### src/rtl/mini_src_pkg.sv
// Shared Mini SRC definitions: opcodes, control steps, ALU codes, control word.
// Latency: none (types and constants only).
// Backpressure: not applicable.
package mini_src_pkg;

  // Opcode map, IR[31:27]
  localparam logic [4:0] OP_LD   = 5'b00000;
  localparam logic [4:0] OP_LDI  = 5'b00001;
  localparam logic [4:0] OP_ST   = 5'b00010;
  localparam logic [4:0] OP_ADD  = 5'b00011;
  localparam logic [4:0] OP_SUB  = 5'b00100;
  localparam logic [4:0] OP_AND  = 5'b00101;
  localparam logic [4:0] OP_OR   = 5'b00110;
  localparam logic [4:0] OP_ROR  = 5'b00111;
  localparam logic [4:0] OP_ROL  = 5'b01000;
  localparam logic [4:0] OP_SHR  = 5'b01001;
  localparam logic [4:0] OP_SHRA = 5'b01010;
  localparam logic [4:0] OP_SHL  = 5'b01011;
  localparam logic [4:0] OP_ADDI = 5'b01100;
  localparam logic [4:0] OP_ANDI = 5'b01101;
  localparam logic [4:0] OP_ORI  = 5'b01110;
  localparam logic [4:0] OP_DIV  = 5'b01111;
  localparam logic [4:0] OP_MUL  = 5'b10000;
  localparam logic [4:0] OP_NEG  = 5'b10001;
  localparam logic [4:0] OP_NOT  = 5'b10010;
  localparam logic [4:0] OP_BR   = 5'b10011;
  localparam logic [4:0] OP_JR   = 5'b10100;
  localparam logic [4:0] OP_JAL  = 5'b10101;
  localparam logic [4:0] OP_IN   = 5'b10110;
  localparam logic [4:0] OP_OUT  = 5'b10111;
  localparam logic [4:0] OP_MFHI = 5'b11000;
  localparam logic [4:0] OP_MFLO = 5'b11001;
  localparam logic [4:0] OP_NOP  = 5'b11010;
  localparam logic [4:0] OP_HALT = 5'b11011;

  // The ALU uses the opcode value itself as its operation code
  localparam logic [4:0] ALU_ADD = OP_ADD;
  localparam logic [4:0] ALU_AND = OP_AND;
  localparam logic [4:0] ALU_OR  = OP_OR;

  typedef enum logic [3:0] {
    S_T0, S_T1, S_T2, S_T3, S_T4, S_T5, S_T6, S_T7, S_HALT
  } step_t;

  // One bit per datapath strobe plus the ALU operation code
  typedef struct packed {
    logic       pc_out;
    logic       zhigh_out;
    logic       zlow_out;
    logic       mdr_out;
    logic       hi_out;
    logic       lo_out;
    logic       c_out;
    logic       inport_out;
    logic       pc_in;
    logic       ir_in;
    logic       mar_in;
    logic       mdr_in;
    logic       z_in;
    logic       y_in;
    logic       hi_in;
    logic       lo_in;
    logic       con_in;
    logic       outport_in;
    logic       inc_pc;
    logic       read;
    logic       write;
    logic       gra;
    logic       grb;
    logic       grc;
    logic       r_in;
    logic       r_out;
    logic       ba_out;
    logic [4:0] alu_op;
  } ctrl_t;

  // Last execute step of each instruction; anything unrecognised is a one-step nop
  function automatic step_t final_step(input logic [4:0] op);
    step_t s;
    case (op)
      OP_ADD, OP_SUB, OP_AND, OP_OR, OP_ROR, OP_ROL, OP_SHR, OP_SHRA, OP_SHL,
      OP_ADDI, OP_ANDI, OP_ORI, OP_LDI: s = S_T5;
      OP_LD, OP_ST:                     s = S_T7;
      OP_MUL, OP_DIV, OP_BR:            s = S_T6;
      OP_NEG, OP_NOT:                   s = S_T4;
      default:                          s = S_T3;
    endcase
    return s;
  endfunction

  // Immediate-form ALU instructions map onto their register-form operation
  function automatic logic [4:0] imm_alu_code(input logic [4:0] op);
    logic [4:0] code;
    case (op)
      OP_ANDI: code = ALU_AND;
      OP_ORI:  code = ALU_OR;
      default: code = ALU_ADD;
    endcase
    return code;
  endfunction

endpackage

### src/rtl/mini_src_step_counter.sv
// Control step register: advances T0..T7, wraps to T0 or parks in HALT.
// Latency: one clock per step; async reset lands in T0 immediately.
// Backpressure: none; HALT is left only through reset.
module mini_src_step_counter
  import mini_src_pkg::*;
(
  input  logic  clk,
  input  logic  reset,
  input  logic  last_step,
  input  logic  halt_req,
  output step_t step
);

  step_t step_nxt;

  // Next step: finish instruction to T0 (or HALT when requested), else advance
  always_comb begin
    step_nxt = step;
    if (step != S_HALT) begin
      if (last_step) begin
        step_nxt = halt_req ? S_HALT : S_T0;
      end else begin
        step_nxt = step_t'(step + 4'd1);
      end
    end
  end

  // Step register with asynchronous reset back to the fetch start
  always_ff @(posedge clk or posedge reset) begin
    if (reset) begin
      step <= S_T0;
    end else begin
      step <= step_nxt;
    end
  end

endmodule

### src/rtl/mini_src_control_unit.sv
// Hardwired Moore sequencer for the Mini SRC datapath: fetch T0-T2, execute T3-T7.
// Latency: strobes are decoded combinationally from the current step and opcode.
// Backpressure: none; stop/halt park the sequencer in HALT until reset.
module mini_src_control_unit
  import mini_src_pkg::*;
#(
  parameter int OP_W = 5,
  parameter int IR_W = 32
) (
  input  logic            clk,
  input  logic            reset,
  input  logic [IR_W-1:0] ir,
  input  logic            con_ff,
  input  logic            stop,
  output logic            run,
  output logic            PCout,
  output logic            Zhighout,
  output logic            Zlowout,
  output logic            MDRout,
  output logic            HIout,
  output logic            LOout,
  output logic            Cout,
  output logic            InPortout,
  output logic            PCin,
  output logic            IRin,
  output logic            MARin,
  output logic            MDRin,
  output logic            Zin,
  output logic            Yin,
  output logic            HIin,
  output logic            LOin,
  output logic            CONin,
  output logic            OutPortin,
  output logic            IncPC,
  output logic            Read,
  output logic            Write,
  output logic            Gra,
  output logic            Grb,
  output logic            Grc,
  output logic            Rin,
  output logic            Rout,
  output logic            BAout,
  output logic [OP_W-1:0] alu_op
);

  step_t      step;
  logic [4:0] op;
  logic       last_step;
  logic       halt_req;
  ctrl_t      ctrl;
  ctrl_t      ctrl_gated;
  logic       unused_ir;

  assign op = ir[IR_W-1 -: 5];
  // Register and constant fields are consumed by select/encode, not here
  assign unused_ir = ^ir[IR_W-6:0];

  assign last_step = (step == final_step(op));
  // halt opcode always parks; stop only matters on an instruction's last step
  assign halt_req  = stop | (op == OP_HALT);

  mini_src_step_counter u_step (
    .clk       (clk),
    .reset     (reset),
    .last_step (last_step),
    .halt_req  (halt_req),
    .step      (step)
  );

  // Decode the strobe set for the current (step, opcode) pair
  always_comb begin
    ctrl = '0;
    case (step)
      S_T0: begin
        ctrl.pc_out = 1'b1; ctrl.mar_in = 1'b1; ctrl.inc_pc = 1'b1; ctrl.z_in = 1'b1;
      end
      S_T1: begin
        ctrl.zlow_out = 1'b1; ctrl.pc_in = 1'b1; ctrl.read = 1'b1; ctrl.mdr_in = 1'b1;
      end
      S_T2: begin
        ctrl.mdr_out = 1'b1; ctrl.ir_in = 1'b1;
      end
      S_HALT: begin
        ctrl = '0;
      end
      default: begin
        case (op)
          OP_ADD, OP_SUB, OP_AND, OP_OR, OP_ROR, OP_ROL, OP_SHR, OP_SHRA, OP_SHL: begin
            case (step)
              S_T3: begin ctrl.grb = 1'b1; ctrl.r_out = 1'b1; ctrl.y_in = 1'b1; end
              S_T4: begin
                ctrl.grc = 1'b1; ctrl.r_out = 1'b1; ctrl.alu_op = op; ctrl.z_in = 1'b1;
              end
              S_T5: begin ctrl.zlow_out = 1'b1; ctrl.gra = 1'b1; ctrl.r_in = 1'b1; end
              default: ;
            endcase
          end
          OP_ADDI, OP_ANDI, OP_ORI: begin
            case (step)
              S_T3: begin ctrl.grb = 1'b1; ctrl.r_out = 1'b1; ctrl.y_in = 1'b1; end
              S_T4: begin
                ctrl.c_out = 1'b1; ctrl.alu_op = imm_alu_code(op); ctrl.z_in = 1'b1;
              end
              S_T5: begin ctrl.zlow_out = 1'b1; ctrl.gra = 1'b1; ctrl.r_in = 1'b1; end
              default: ;
            endcase
          end
          // ldi/ld/st share the effective-address computation Rb(or 0) + C
          OP_LDI, OP_LD, OP_ST: begin
            case (step)
              S_T3: begin ctrl.grb = 1'b1; ctrl.ba_out = 1'b1; ctrl.y_in = 1'b1; end
              S_T4: begin ctrl.c_out = 1'b1; ctrl.alu_op = ALU_ADD; ctrl.z_in = 1'b1; end
              S_T5: begin
                ctrl.zlow_out = 1'b1;
                if (op == OP_LDI) begin
                  ctrl.gra = 1'b1; ctrl.r_in = 1'b1;
                end else begin
                  ctrl.mar_in = 1'b1;
                end
              end
              S_T6: begin
                if (op == OP_LD) begin
                  ctrl.read = 1'b1; ctrl.mdr_in = 1'b1;
                end else if (op == OP_ST) begin
                  // MDR loads from the bus here, so read stays low
                  ctrl.gra = 1'b1; ctrl.r_out = 1'b1; ctrl.mdr_in = 1'b1;
                end
              end
              S_T7: begin
                if (op == OP_LD) begin
                  ctrl.mdr_out = 1'b1; ctrl.gra = 1'b1; ctrl.r_in = 1'b1;
                end else if (op == OP_ST) begin
                  ctrl.write = 1'b1;
                end
              end
              default: ;
            endcase
          end
          OP_MUL, OP_DIV: begin
            case (step)
              S_T3: begin ctrl.gra = 1'b1; ctrl.r_out = 1'b1; ctrl.y_in = 1'b1; end
              S_T4: begin
                ctrl.grb = 1'b1; ctrl.r_out = 1'b1; ctrl.alu_op = op; ctrl.z_in = 1'b1;
              end
              S_T5: begin ctrl.zlow_out = 1'b1; ctrl.lo_in = 1'b1; end
              S_T6: begin ctrl.zhigh_out = 1'b1; ctrl.hi_in = 1'b1; end
              default: ;
            endcase
          end
          OP_NEG, OP_NOT: begin
            case (step)
              S_T3: begin
                ctrl.grb = 1'b1; ctrl.r_out = 1'b1; ctrl.alu_op = op; ctrl.z_in = 1'b1;
              end
              S_T4: begin ctrl.zlow_out = 1'b1; ctrl.gra = 1'b1; ctrl.r_in = 1'b1; end
              default: ;
            endcase
          end
          OP_BR: begin
            case (step)
              S_T3: begin ctrl.gra = 1'b1; ctrl.r_out = 1'b1; ctrl.con_in = 1'b1; end
              S_T4: begin ctrl.pc_out = 1'b1; ctrl.y_in = 1'b1; end
              S_T5: begin ctrl.c_out = 1'b1; ctrl.alu_op = ALU_ADD; ctrl.z_in = 1'b1; end
              // Branch target is committed only when the condition holds
              S_T6: begin
                if (con_ff) begin
                  ctrl.zlow_out = 1'b1; ctrl.pc_in = 1'b1;
                end
              end
              default: ;
            endcase
          end
          OP_JR: begin
            if (step == S_T3) begin
              ctrl.gra = 1'b1; ctrl.r_out = 1'b1; ctrl.pc_in = 1'b1;
            end
          end
          OP_IN: begin
            if (step == S_T3) begin
              ctrl.inport_out = 1'b1; ctrl.gra = 1'b1; ctrl.r_in = 1'b1;
            end
          end
          OP_OUT: begin
            if (step == S_T3) begin
              ctrl.gra = 1'b1; ctrl.r_out = 1'b1; ctrl.outport_in = 1'b1;
            end
          end
          OP_MFHI: begin
            if (step == S_T3) begin
              ctrl.hi_out = 1'b1; ctrl.gra = 1'b1; ctrl.r_in = 1'b1;
            end
          end
          OP_MFLO: begin
            if (step == S_T3) begin
              ctrl.lo_out = 1'b1; ctrl.gra = 1'b1; ctrl.r_in = 1'b1;
            end
          end
          // nop, jal (reserved), halt and undefined opcodes drive nothing
          default: ;
        endcase
      end
    endcase
  end

  // Reset kills every strobe at once so an aborted store cannot write
  assign ctrl_gated = reset ? '0 : ctrl;

  assign run       = (step != S_HALT);
  assign PCout     = ctrl_gated.pc_out;
  assign Zhighout  = ctrl_gated.zhigh_out;
  assign Zlowout   = ctrl_gated.zlow_out;
  assign MDRout    = ctrl_gated.mdr_out;
  assign HIout     = ctrl_gated.hi_out;
  assign LOout     = ctrl_gated.lo_out;
  assign Cout      = ctrl_gated.c_out;
  assign InPortout = ctrl_gated.inport_out;
  assign PCin      = ctrl_gated.pc_in;
  assign IRin      = ctrl_gated.ir_in;
  assign MARin     = ctrl_gated.mar_in;
  assign MDRin     = ctrl_gated.mdr_in;
  assign Zin       = ctrl_gated.z_in;
  assign Yin       = ctrl_gated.y_in;
  assign HIin      = ctrl_gated.hi_in;
  assign LOin      = ctrl_gated.lo_in;
  assign CONin     = ctrl_gated.con_in;
  assign OutPortin = ctrl_gated.outport_in;
  assign IncPC     = ctrl_gated.inc_pc;
  assign Read      = ctrl_gated.read;
  assign Write     = ctrl_gated.write;
  assign Gra       = ctrl_gated.gra;
  assign Grb       = ctrl_gated.grb;
  assign Grc       = ctrl_gated.grc;
  assign Rin       = ctrl_gated.r_in;
  assign Rout      = ctrl_gated.r_out;
  assign BAout     = ctrl_gated.ba_out;
  assign alu_op    = ctrl_gated.alu_op;

endmodule

### config.mk
export PLATFORM = sky130hd
export DESIGN_NAME = mini_src_control_unit
export DESIGN_NICKNAME = d
export VERILOG_FILES = /design/src/rtl/mini_src_pkg.sv /design/src/rtl/mini_src_step_counter.sv /design/src/rtl/mini_src_control_unit.sv
export SDC_FILE = /design/constraint.sdc
export NUM_CORES = 1
export LEC_CHECK = 0
export BUFFER_PORTS_ARGS = -buffer_cell sky130_fd_sc_hd__clkbuf_2
export CAP_MARGIN = 20
export CORE_AREA = 4 4 72 74
export DETAILED_ROUTE_END_ITERATION = 10
export DIE_AREA = 0 0 76 78
export REMOVE_ABC_BUFFERS = 1
export SLEW_MARGIN = 20
export SYNTH_ARGS = -nofsm -noshare
export SYNTH_HDL_FRONTEND = slang
export SYNTH_SLANG_ARGS = --single-unit
### constraint.sdc
create_clock -name clk -period 3.4 [get_ports clk]
set_input_delay 0.34 -clock clk [delete_from_list [all_inputs] [get_ports clk]]
set_output_delay 0.34 -clock clk [all_outputs]
set_load 0.01 [all_outputs]
# Word-level counts from Yosys, hierarchy flattened
# Memory sizes are Yosys's and may differ from the RTL's.
# Cells that the tools add are included.
# classes
n_addsub,1
eq_ne,35
n_mux,67
n_bitwise,1
reduce_logical,20
# op_table
operator,count
$eq A5 B5 Y1 const B,10
$eq A5 B4 Y1 const B,8
$reduce_or A17 Y1,2
$mux W1,32
$mux W32,1
$pmux W1 S2,13
$pmux W5 S5,1
$eq A5 B3 Y1 const B,4
$mux W5,4
$reduce_or A3 Y1,6
$eq A4 B3 Y1 const B,4
$reduce_or A8 Y1,2
$mux W12,1
$mux W4,3
$pmux W1 S3,4
$reduce_or A12 Y1,1
$reduce_or A11 Y1,1
$eq A5 B2 Y1 const B,2
$mux W2,5
$reduce_or A9 Y1,1
$eq A4 B2 Y1 const B,2
$pmux W1 S4,2
$pmux W3 S2,1
$reduce_or A2 Y1,3
11 further kinds,11
# word_totals
ff_bits,4
rom_bits,96
output_inout_bits,33
mem_count,1
# mem_list
name,depth,width,read_ports,rd_ports_with_merged_regs,wr,line,rtl
(name not given),32,3,1,0,0,mini_src_pkg.sv:80,case (op)

# Logic depth before layout (Yosys ltp)
# Gate-level depths: netlist of run 1.
# depth
word_depth,7
mapped_depth,8
ltp_nobuf,7

# Modules after synthesis
# A second synthesis of run 1 with hierarchy kept.
# hier_totals
cells_unflattened,195
area_unflattened_um2,1260.0
# modules_own_cells
mod,instances,cells_per_inst,area_each_um2,seq_area_each_um2
mini_src_control_unit,1,170,1021.0,0.0
mini_src_step_counter,1,25,239.0,100.1

# Worst setup path after synthesis of run 1
# OpenSTA, ideal clock, no wires.
# synth_timing
kind,register to output
startpoint,reg u_step.step[0]
endpoint,out alu_op[0]
arrival_ps,2128
required_ps,3060
setup_slack_ps,932
path_stages_with_launch,9
path_buffers,1
cell_sequence,dfrtp_1 > inv_1 > ha_1 > o21bai_1 > a21oi_1 > or2_2 > buf_2 > or3_1 > a21oi_1
# synth_via
elab_chain_len,5
elab_cells_between_ends,16
cone_classes,6 x eq/ne; 8 x mux; 2 x reduce/logical
# synth_lines
element,line,rtl
start: declaration,mini_src_step_counter.sv:11,output step_t step
start signal: assignment,mini_src_step_counter.sv:33,step <= step_nxt;
"$eq A4 B3 Y1, or another cell as far along",mini_src_control_unit.sv:160,case (step)
"$mux W2, or another cell as far along",mini_src_control_unit.sv:160,
$pmux W5 S5,mini_src_control_unit.sv:87,case (op)
$mux W12 (*),mini_src_control_unit.sv:73,case (step)
$mux W32 (*),mini_src_control_unit.sv:206,assign ctrl_gated = reset ? '0 : ctrl;
end: declaration,mini_src_control_unit.sv:43,output logic [OP_W-1:0] alu_op
# Mark *: on every way between the ends. The rest lies on a longest branch, timed or not.

# Worst setup path after layout of run 1
# layout_timing
startpoint,reg u_step.step[0]
endpoint,out alu_op[2]
# layout_via
elab_chain_len,5
elab_cells_between_ends,13
cone_classes,5 x eq/ne; 6 x mux; 2 x reduce/logical
# layout_lines
element,line
$eq A4 B2 Y1 / $eq A4 B3 Y1 (equally long branches),n/a
$mux W5 (on tied branches),n/a
$pmux W5 S5,mini_src_control_unit.sv:87
$mux W12 (*),mini_src_control_unit.sv:73
$mux W32 (*),mini_src_control_unit.sv:206
# Marks and branches as above.

==> results.json, run 1 <==
{
  "status": "finished, final reports clean",
  "ys.flop_type": "dfrtp_1",
  "worst-endpoint-arrival_ns": 2.64,
  "fin_nets": 272,
  "largest_reg_flops": 4,
  "slew_viol_final": 0,
  "p_leak_nw": 0.677,
  "clk_path_buf_depth": 2,
  "ys_types": 53,
  "layout_common_cells": "clkbuf_2 (41), nor2_1 (23), nand2_1 (20)",
  "cts_sinks": 4,
  "postSynthCellCount": 192,
  "grt_pass1_vias": 1478,
  "slew_headroom": 0.639,
  "gp_congestion": 0.912,
  "largest_register": "u_step.step",
  "worstHoldPathType": "in -> async",
  "r2r_cells": 7,
  "drcViolationCount": 0,
  "cts_setup_buffers": 0,
  "max_freq_ghz": 0.336,
  "core-area_um2": 4600,
  "cts-root-buf": "clkbuf_8",
  "rsz0062_at_grt": "false",
  "rows": 25,
  "stdcell_area_um2": 1520,
  "vias_per_cell": 5.62,
  "combPwrFrac": 0.694,
  "swShare": 0.516,
  "ant_nets": 0,
  "wl_per_cell_um": 15.1,
  "setup_tns_ns": 0,
  "grtUsageTotal": 0.135,
  "seqCellArea_um2": 100,
  "cts-buffers-inserted": 3,
  "tightest_slew_ns": 0.542,
  "die_h_um": 78,
  "synth_edf_count": 0,
  "vias": 1574,
  "rrSetupSlack_ns": 1.80,
  "fill_cells": 500,
  "placed_cell_area_um2": 1480,
  "reg.largest.list": "u_step.step: 4 flops",
  "cts_hold_buf": 0,
  "drt_iter0_drc": 222,
  "antenna_found_initial": 0,
  "finClkSkew_ns": 0.00458,
  "worstPathRequired_ns": 3.06,
  "holdWs_ns": 0.119,
  "cts_tree": "yes",
  "vdd_drop_max_mv": 0.343,
  "fin_crit_ns": 2.98,
  "ctsResizeCount": 0,
  "rr_endpoint": "u_step.step[0]",
  "netlist_area_um2": 1240,
  "wl_um": 4220,
  "layout_commonest_cell": "clkbuf_2",
  "die_w_um": 76,
  "dr.pass1.iters": 4,
  "p_sw_uw": 390,
  "ctsHtreeMaxLevel": 1,
  "synthArstFlopShare": 1.00,
  "hold_viol": 0,
  "r2r_start": "u_step.step[0]",
  "place_hpwl_um": 3270,
  "power_density_nw_per_um2": 497,
  "pin_count": 69,
  "multi_input_area_um2": 1030,
  "clkPwrFrac": 0.131,
  "p_int_uw": 365,
  "grt-ovfl-total": 0,
  "yosysWarningCount": 0,
  "seq_area_frac_synth": 0.0806,
  "period_share": 0.876,
  "clkTransAtPathRegs_ns": 0.03,
  "drive_above_1_share": 0.252,
  "initial_core_util": 0.270,
  "clock_latency_ns": 0.22,
  "crit_type": "reg -> out",
  "synth-seq-cells": 4,
  "dieArea_um2": 5930,
  "grt_pass1_wl_um": 6950,
  "grt_max_degree": 21,
  "setup_violations": 0,
  "maxCapViolCount": 0,
  "critPathLaunchType": "flop",
  "seqPwrFrac": 0.175,
  "syn_to_final_growth_pct": 22.3,
  "path_max_fanout": 9,
  "io_buffers": 41,
  "insertedDiodeCount": 0,
  "syn_avg_cell_area_um2": 6.46,
  "worstSetupEndpointType": "output port"
}
[worst max-delay path, stage by stage, from the launching register on]
cell	delay (ns)
dfrtp_1	0.46
inv_1	0.15
ha_1	0.30
o21bai_1	0.17
a21oi_1	0.08
buf_4	0.18
or2_2	0.35
or3_1	0.41
a21oi_1	0.16
clkbuf_2	0.16
[per-layer routing]
| metal | track usage | wire length, um |
|---|---|---|
| met5 | 0 | 0 |
| met4 | 0.0338 | 23 |
| met3 | 0.0220 | 307 |
| met2 | 0.230 | 2010 |
| met1 | 0.175 | 1880 |
[synth_stat cells (all sizes together), types with 2 or more instances]
library cell	instances	area share
a211oi	3	0.022
a21o	2	0.012
a21oi	13	0.052
a22o	2	0.014
a22oi	3	0.018
a311oi	2	0.014
a31oi	6	0.030
a41o	2	0.016
and2	2	0.010
and3	4	0.020
and4b	2	0.019
buf	6	0.030
clkbuf	8	0.024
dfrtp	4	0.081
ha	8	0.081
inv	12	0.036
nand2	20	0.060
nand2b	2	0.010
nand3	4	0.016
nand3b	2	0.012
nor2	23	0.070
nor2b	4	0.020
nor3	12	0.052
nor4	4	0.032
o21a	2	0.012
o21ai	10	0.040
o22ai	3	0.015
o31ai	2	0.012
or2	4	0.020
or3	3	0.015
xnor2	3	0.021
[how the worst max path moves through the flow]
stage	from	endpoint	slack [ns]	cells past startpoint
3_3_place_gp	ir[27]	Zin	0.62	9
3_5_place_dp	ir[27]	Zin	0.62	9
6_report	u_step.step[0]	alu_op[2]	0.42	9
2_1_floorplan	u_step.step[0]	BAout	1.00	7
4_1_cts	u_step.step[0]	alu_op[2]	0.43	9
5_1_grt	u_step.step[0]	BAout	0.24	9
[through the flow]
step	std cells	setup WS [ns]	utilization	total power, mW
after floorplan	178	1.00	-	0.492
after global placement	277	0.616	0.321	0.648
after detailed placement	277	0.616	0.321	0.654
after CTS	280	0.425	0.330	0.760
after global routing	280	0.235	0.330	0.834
final	280	0.421	0.330	0.755
[logic make-up after synthesis]
group,synth area share
compound gates,0.336
xor+xnor,0.0282
fa+ha+maj,0.0806
buf+inv,0.0907
flops,0.0806
simple gates,0.384
[power groups by stage]
stage / combinational, mW / sequential (mW) / clock [mW]
floorplan: 0.376 / 0.117 / 0
global placement: 0.518 / 0.130 / 0
detailed placement: 0.521 / 0.133 / 0
CTS: 0.524 / 0.133 / 0.104
global route: 0.590 / 0.139 / 0.105
finish: 0.524 / 0.132 / 0.0989
[final cells by class]
class	instances	share of cell area
Inverter	12	0.0297
Clock buffer	3	0.0272
Tap cell	54	0.0445
Sequential cell	4	0.0660
Multi-Input combinational cell	162	0.678
Timing Repair Buffer	45	0.155
No activity file was read; power rests on OpenSTA's default activity.
==> inputs of run 2 (changes only) <==
--- a/config.mk
+++ b/config.mk
@@ -10,6 +10,7 @@
 export CORE_AREA = 4 4 72 74
 export DETAILED_ROUTE_END_ITERATION = 10
 export DIE_AREA = 0 0 76 78
+export PLACE_DENSITY_LB_ADDON = 0.2
 export REMOVE_ABC_BUFFERS = 1
 export SLEW_MARGIN = 20
 export SYNTH_ARGS = -nofsm -noshare
==> constraint.sdc (replaced) <==
create_clock -name clk -period 3.4 [get_ports clk]
set_input_delay 0.68 -clock clk [delete_from_list [all_inputs] [get_ports clk]]
set_output_delay 0.68 -clock clk [all_outputs]
set_load 0.01 [all_outputs]
==> run 2 against run 1 <==
  * Sequential power decreased by 7%
  * Critical path depth increased by 2
  * Non-clock buffer count increased by 18
  * Critical path type is now in -> out
  * Largest cell class unchanged
==> results.json, run 2 (synthesis gave the netlist of run 1 again) <==
{
  "seqPwrFrac": 0.153,
  "setup_violations": 0,
  "clkTransAtPathRegs_ns": 0.03,
  "core-area_um2": 4600,
  "die_w_um": 76,
  "layout_commonest_cell": "clkbuf_2",
  "cts-buffers-inserted": 3,
  "vias": 1629,
  "drcViolationCount": 0,
  "worstHoldPathType": "in -> async",
  "period_share": 0.950,
  "fin_nets": 290,
  "power_density_nw_per_um2": 486,
  "max_freq_ghz": 0.310,
  "insertedDiodeCount": 0,
  "status": "finished, final reports clean",
  "slew_headroom": 0.645,
  "combPwrFrac": 0.723,
  "worstPathRequired_ns": 2.72,
  "seqCellArea_um2": 100,
  "die_h_um": 78,
  "clkPwrFrac": 0.123,
  "cp_top_family": "simple AND/OR/NAND/NOR gates",
  "gp_congestion": 0.909,
  "cts_hold_buf": 0,
  "wl_per_cell_um": 15.6,
  "finClkSkew_ns": 0.00121,
  "grt_pass1_vias": 1584,
  "ctsHtreeMaxLevel": 1,
  "grt_pass1_wl_um": 7690,
  "clock_latency_ns": 0.22,
  "ant_nets": 0,
  "pin_count": 69,
  "path_cells": "clkbuf_2, inv_1, ha_1, buf_4, nor4_4, a2111o_1, a21oi_1, buf_4, or2_2, and3_1, clkbuf_2",
  "io_buffers": 41,
  "cts_sinks": 4,
  "drive_above_1_share": 0.311,
  "dr.pass1.iters": 4,
  "initial_core_util": 0.270,
  "swShare": 0.508,
  "antenna_found_initial": 0,
  "worstSetupEndpointType": "output port",
  "p_leak_nw": 0.765,
  "layout_common_cells": "clkbuf_2 (41), nor2_1 (23), buf_4 (22)",
  "final_util": 0.360,
  "fin_crit_ns": 3.23,
  "place_hpwl_um": 3680,
  "slowest_delay_ns": 0.30,
  "largest_register": "u_step.step",
  "grt_max_degree": 17,
  "fill_cells": 503,
  "dieArea_um2": 5930,
  "tightest_slew_ns": 0.533,
  "multi_input_area_um2": 1030,
  "rsz0062_at_grt": "false",
  "placed_cell_area_um2": 1610,
  "cts-root-buf": "clkbuf_8",
  "largest_reg_flops": 4,
  "drt_iter0_drc": 177,
  "grtUsageTotal": 0.153,
  "wl_um": 4640,
  "slew_viol_final": 0,
  "rows": 25,
  "setup_tns_ns": 0,
  "critPathBufInv": 5,
  "vdd_drop_max_mv": 0.390,
  "stdcell_area_um2": 1660,
  "p_int_uw": 396,
  "hold_viol": 0,
  "critPathLaunchType": "primary input",
  "crit_type": "in -> out",
  "cts_tree": "yes",
  "grt-ovfl-total": 0,
  "clk_path_buf_depth": 2,
  "syn_to_final_growth_pct": 33.4,
  "slowest_stage": "nor4_4",
  "vias_per_cell": 5.47,
  "path_max_fanout": 8,
  "reg.largest.list": "u_step.step: 4 flops",
  "maxCapViolCount": 0,
  "worst-endpoint-arrival_ns": 2.55,
  "p_sw_uw": 409
}
## run 2: cell count changes in the layout (fill, tap and decap cells not counted)
cell | previous run | this run
ha_2 | 0 | 1
ha_1 | 8 | 7
buf_4 | 4 | 22
## run 2: per-stage QoR
stage          hold WS [ns]  total power [mW]  worst slack (ns)  cells
2_1_floorplan         0.481             0.492             0.363    178
3_3_place_gp          0.554             0.701             0.141    295
3_5_place_dp          0.560             0.706             0.132    295
4_1_cts               0.457             0.811             0.122    298
5_1_grt               0.477             0.883           0.00888    298
6_report              0.457             0.805             0.170    298
## run 2: repair_timing
action / in CTS / in global routing
resized for setup: 0 / 1
setup endpoints to repair: 0 / 1
buffers inserted: 0 / 0
## run 2: power by group through the flow
stage / clock network (mW) / logic [mW] / registers, mW
2_1_floorplan: 0 / 0.376 / 0.117
3_3_place_gp: 0 / 0.579 / 0.122
3_5_place_dp: 0 / 0.582 / 0.123
4_1_cts: 0.103 / 0.585 / 0.123
5_1_grt: 0.110 / 0.645 / 0.129
6_report: 0.0991 / 0.582 / 0.123
## run 2: area by class of cell
| cell class | count | area share |
|---|---|---|
| clock buffer | 3 | 0.0249 |
| sequential | 4 | 0.0605 |
| timing repair buffer | 63 | 0.224 |
| multi-input combinational | 162 | 0.623 |
| tap | 54 | 0.0408 |
| inverter | 12 | 0.0272 |
## run 2: final timing paths
| check | slack (ns) | depth (start not counted) | to | startpoint |
|---|---|---|---|---|
| setup / recovery | 0.17 | 11 | alu_op[3] | ir[28] |
| hold / removal | 0.46 | 2 | u_step.step[2] | reset |
| setup reg to reg | 1.80 | 7 | u_step.step[0] | u_step.step[1] |
| hold reg to reg | 0.56 | 1 | u_step.step[3] | u_step.step[1] |
| max in group asynchronous | 2.72 | 2 | u_step.step[3] | reset |
| min in group clk | 0.56 | 1 | u_step.step[3] | u_step.step[1] |
## run 2: metal layers
metal,vias up,part of all wire,wire (um),track usage
met4,0,0.020,94,0.0516
met3,8,0.073,338,0.0244
li1,815,-,-,-
met5,-,0,0,0
met2,70,0.46,2130,0.253
met1,736,0.45,2080,0.200
